### config.mk
export PLATFORM = sky130hd
export DESIGN_NAME = hello_scroll_led7
export DESIGN_NICKNAME = d
export VERILOG_FILES = /design/src/rtl/hello_scroll_led7.sv
export SDC_FILE = /design/constraint.sdc
export NUM_CORES = 1
export LEC_CHECK = 0
export ABC_AREA = 1
export BUFFER_PORTS_ARGS = -buffer_cell sky130_fd_sc_hd__buf_2
export CORE_MARGIN = 8
export CORE_UTILIZATION = 55
export CTS_BUF_LIST = sky130_fd_sc_hd__clkbuf_8
export DETAILED_ROUTE_END_ITERATION = 10
export GPL_TIMING_DRIVEN = 0
export PLACE_DENSITY = 0.76
export SLEW_MARGIN = 10
export SYNTH_ARGS = -nofsm -noshare
export SYNTH_HDL_FRONTEND = slang
export SYNTH_SLANG_ARGS = --single-unit
### constraint.sdc
create_clock -name clk -period 4.8 [get_ports clk]
set_clock_uncertainty 0.15 [all_clocks]
set_input_delay 0.48 -clock clk [delete_from_list [all_inputs] [get_ports clk]]
set_output_delay 0.48 -clock clk [all_outputs]
set_load 0.01 [all_outputs]
### src/rtl/hello_scroll_led7.sv
// hello_scroll_led7: self-running HELLO scroller for an active-low 7-segment bank.
// A prescaler advances a rotation position. HEX is registered from that position,
// with optional pause, single-step, direction control and direct position load.
module hello_scroll_led7 #(
  parameter int unsigned N_DIG    = 8,
  parameter int unsigned MSG_LEN  = 8,
  parameter int unsigned TICK_DIV = 50_000_000
) (
  input  logic                         clk,
  input  logic                         rst_n,
  input  logic                         run,
  input  logic                         dir,
  input  logic                         step,
  input  logic                         load,
  input  logic [$clog2(MSG_LEN)-1:0]   pos_in,
  output logic [$clog2(MSG_LEN)-1:0]   pos,
  output logic                         tick,
  output logic [8*N_DIG-1:0]           HEX
);

  localparam int unsigned PW = $clog2(MSG_LEN);
  localparam int unsigned CW = (TICK_DIV > 1) ? $clog2(TICK_DIV) : 1;

  localparam logic [CW-1:0] CNT_LAST = CW'(TICK_DIV - 1);
  localparam logic [PW-1:0] POS_LAST = PW'(MSG_LEN - 1);

  logic [CW-1:0]      count;
  logic               term;
  logic               advance;
  logic [PW-1:0]      pos_next;
  logic [8*N_DIG-1:0] hex_next;

  // Message ROM: H, E, L, L, O, then blanks.
  function automatic logic [7:0] glyph(input int unsigned k);
    case (k)
      0:       glyph = 8'h89;
      1:       glyph = 8'h86;
      2, 3:    glyph = 8'hC7;
      4:       glyph = 8'hC0;
      default: glyph = 8'hFF;
    endcase
  endfunction

  // Advance decode and the wrapped next position in the selected direction.
  always_comb begin
    term    = (count == CNT_LAST);
    advance = (run & term) | (~run & step);
    if (dir == 1'b0) pos_next = (pos == POS_LAST) ? '0 : pos + 1'b1;
    else             pos_next = (pos == '0) ? POS_LAST : pos - 1'b1;
  end

  // Prescaler, tick pulse and position register. A load takes priority over an advance.
  always_ff @(posedge clk or negedge rst_n) begin
    if (!rst_n) begin
      count <= '0;
      tick  <= 1'b0;
      pos   <= '0;
    end else if (load) begin
      count <= '0;
      tick  <= 1'b0;
      pos   <= (32'(pos_in) >= MSG_LEN) ? '0 : pos_in;
    end else begin
      if (run) count <= term ? '0 : count + 1'b1;
      tick <= run & term;
      if (advance) pos <= pos_next;
    end
  end

  // Digit d shows msg[(pos - d + 4) mod MSG_LEN]. The added MSG_LEN keeps the index non-negative.
  always_comb begin
    hex_next = '1;
    for (int unsigned d = 0; d < N_DIG; d++) begin
      hex_next[8*d +: 8] = glyph((32'(pos) + MSG_LEN + 4 - d) % MSG_LEN);
    end
  end

  // HEX lags pos by one clock.
  always_ff @(posedge clk or negedge rst_n) begin
    if (!rst_n) HEX <= '1;
    else        HEX <= hex_next;
  end

endmodule

==> run_results.csv <==
group,metric,value,unit
run_status,outcome,"completed",
synth,synth_seq_cells,68,
pwr,internal-power,1.399,mW
pwr,power_leakage,2.207,nW
clocking,ctsLongestPathBuffers,2,
setup_path,timing.rr.start,"pos[1]$_DFFE_PN0P_",
setup_path,path_max_fanout,13,
floorplanning,dieHeight,98.86,µm
routing,wirelength,8234,µm
floorplanning,die_area,9773,µm²
timing,fmax,0.4006,GHz
routing,ant_nets,0,
finish,fin_nets,570,
setup_path,ff2ff_setup_slack,2300,ps
clocking,clock-sinks,68,
synth,ys_top_cells_by_count,"nand2_1 (81), nor2_1 (69), inv_1 (67)",
global_routing,overflow,0,
setup_path,critPathCaptureType,"flop",
clocking,root_buffer,"clkbuf_8",
timing,rsz0062_at_grt,"false",
clocking,cts_tree,"yes",
synth,synth_cell_type_count,32,
setup_path,criticalPathCategory,"flop to flop",
timing,finalSetupTns,0,ps
pwr,vdd_drop_max,0.0001938,V
global_routing,grt_pass1_vias,3070,
synth,ys_warn_count,0,
pwr,finalPower,2.042,mW
timing,maxSlewViolCount,0,
clocking,cts-resized-gates,0,
place,hpwl,6296,µm
job,maxCapViolations,0,
clocking,clk_pin_slew,80,ps
synth,synth_area,3776,µm²
global_routing,grt_antenna_before_repair,0,
timing,final.min_clock_period,2497,ps
routing,drc_errors,0,
synth,syn_avg_cell_area,8.391,µm²
synth,synth-edff-count,0,
pwr,p_switching,642.8,µW
synth,synthArstFlopShare,100.0,%
place,place_congestion,1.017,
setup_path,crit_chain,"inv_1 > ha_1 > ha_1 > inv_1 > o21ai_0 > nor2_1 > or2_2",
pwr,power_frac_clock,28.3,%
synth,synthCells,450,
finish,diodes,0,
pwr,switching_share,31.48,%
routing,via_per_inst,5.016,
setup_path,cpPeakStageDelay,670,ps
routing,drt_iter0_markers,100,
timing,worst_pin_slew,789.7,ps
timing,relSlewSlack,47.35,%
hold_path,min-delay-path-class,"primary input to async pin",
synth,yosysSeqAreaShare,46.32,%
clocking,clock_latency,350,ps
timing,post-route-period-util,52.01,%
place,place_inst,604,
pwr,power_frac_seq,41.3,%
floorplanning,die_width,98.86,µm
pwr,pwr_density_cell,455.4,nW/µm²
clocking,ctsHoldBuffers,0,
setup_path,start_kind,"flop",
timing,setup_viol,0,
setup_path,arrival,2620,ps
floorplanning,initial_core_util,56.20,%
routing,vias,3110,
floorplanning,pin_count,77,
setup_path,required,4930,ps
routing,drt-pass1-iter-count,4,
setup_path,crit_buf_inv,2,
clocking,cts-buffers-inserted,9,
finish,syn_to_final_growth,18.75,%
pwr,combPwrFrac,30.4,%
global_routing,track_usage,17.78,%
synth,ys.flop_type,"dfstp_2",
clocking,htreeDepth,3,
global_routing,grt_max_degree,69,
synth,synthTopCellsByArea,"dfstp_2 (26%), dfrtp_1 (20%), nand2_1 (8.1%)",
setup_path,crit_slowest_cell,"dfrtp_1",
finish,drive_gt1_share,30.19,%
setup_path,startpoint,"pos[1]$_DFFE_PN0P_",
place,port_buffers,67,
setup_path,crit_family,"flip-flops",
routing,post_drt_wl_per_cell,13.28,µm
synth,yosysMostFrequentCell,"nand2_1",
clocking,cts_setup_buffers,0,
global_routing,grt_pass1_wl,14080,µm
floorplanning,core_area,6719,µm²
floorplanning,rows,30,
synth,synth.largest_area_cell,"dfstp_2",
synth,synth_top_area_share,26.44,%
timing,hold_viol,0,
finish,finalNonFillerCells,620,
==> layer usage <==
layer  GRT usage [%]  vias to the layer above  share of wire, %
met2           30.77                      100                48
met3           4.792                       20               7.2
met4           8.383                        0               2.4
li1                -                     1544                 -
met5               0                        -                 0
met1           19.80                     1446                42
==> cells by family after synthesis <==
group / synth area share (%)
and+or+nand+nor: 24.75
buffers and inverters: 12.96
DFF: 46.32
AOI/OAI and AO/OA: 4.738
adders and majority gates: 9.013
xor gates and xnor gates: 1.856
other: 0.09931
muxes: 0.2651
==> flip-flops by register name, summed over array words and instances, names as in the netlist <==
signal and cells:
HEX 38, tick 1, count 26, pos 3
==> worst register-to-register path, stage by stage (launching register included) <==
cell and delay, ps:
dfrtp_1 670, inv_1 290, ha_1 270, ha_1 350
inv_1 100, o21ai_0 220, nor2_1 100, or2_2 280
==> worst paths after layout <==
check | endpoint | cells after the start
worst max-delay path | HEX[42]$_DFF_PN1_ | 7
worst min-delay path | count[1]$_DFFE_PN0P_ | 1
worst max register to register | HEX[42]$_DFF_PN1_ | 7
worst min register to register | count[0]$_DFFE_PN0P_ | 1
max in group asynchronous | count[21]$_DFFE_PN0P_ | 1
min in group clk | tick$_DFF_PN0_ | 2
==> stage by stage <==
stage / hold slack [ps] / instance area, µm² / util, % / worst slack [ps]
after floorplan: 34.41 / 3802 / - / 2540
after global placement: 350.6 / 4238 / 63.07 / 2331
after detailed placement: 360.5 / 4240 / 63.11 / 2276
after CTS: 94.62 / 4484 / 66.74 / 2267
after global routing: 163.3 / 4484 / 66.74 / 2001
final: 82.59 / 4484 / 66.74 / 2303
==> power by group through the flow <==
stage                     combinational, mW  sequential [mW]  clock (mW)
after floorplan                       0.298            0.929           0
after global placement                0.608            0.852           0
after detailed placement              0.627            0.856           0
after CTS                             0.630            0.845       0.588
after global routing                  0.693            0.861       0.610
final                                 0.621            0.843       0.578
==> cell type report <==
class / instances / area [µm²]
Fill cell: 549 / 2235
Sequential cell: 68 / 1749
Multi-Input combinational cell: 290 / 1564
Timing Repair Buffer: 67 / 337.8
Inverter: 68 / 255.2
Buffer: 31 / 234.0
Clock buffer: 9 / 123.9
Clock inverter: 7 / 120.1
Tap cell: 80 / 100.1
==> cell usage in the layout (no fill, tap or decap), drive strengths merged <==
cell	synthesis	layout
o41ai	1	1
buf	30	97
nand2	85	85
inv	68	72
dfstp	38	38
xor2	5	5
a21oi	4	4
o21ai	18	18
or2	2	2
nor2	74	74
mux2i	1	1
o22ai	1	1
xnor2	3	3
nand3	34	34
dfrtp	30	30
ha	24	24
o221ai	1	1
nor3	11	11
o21bai	2	2
bufinv	0	3
conb	1	8
nand4	10	10
o211ai	4	4
clkbuf	1	10
fa	2	2
(Power assumes the default switching activity.)
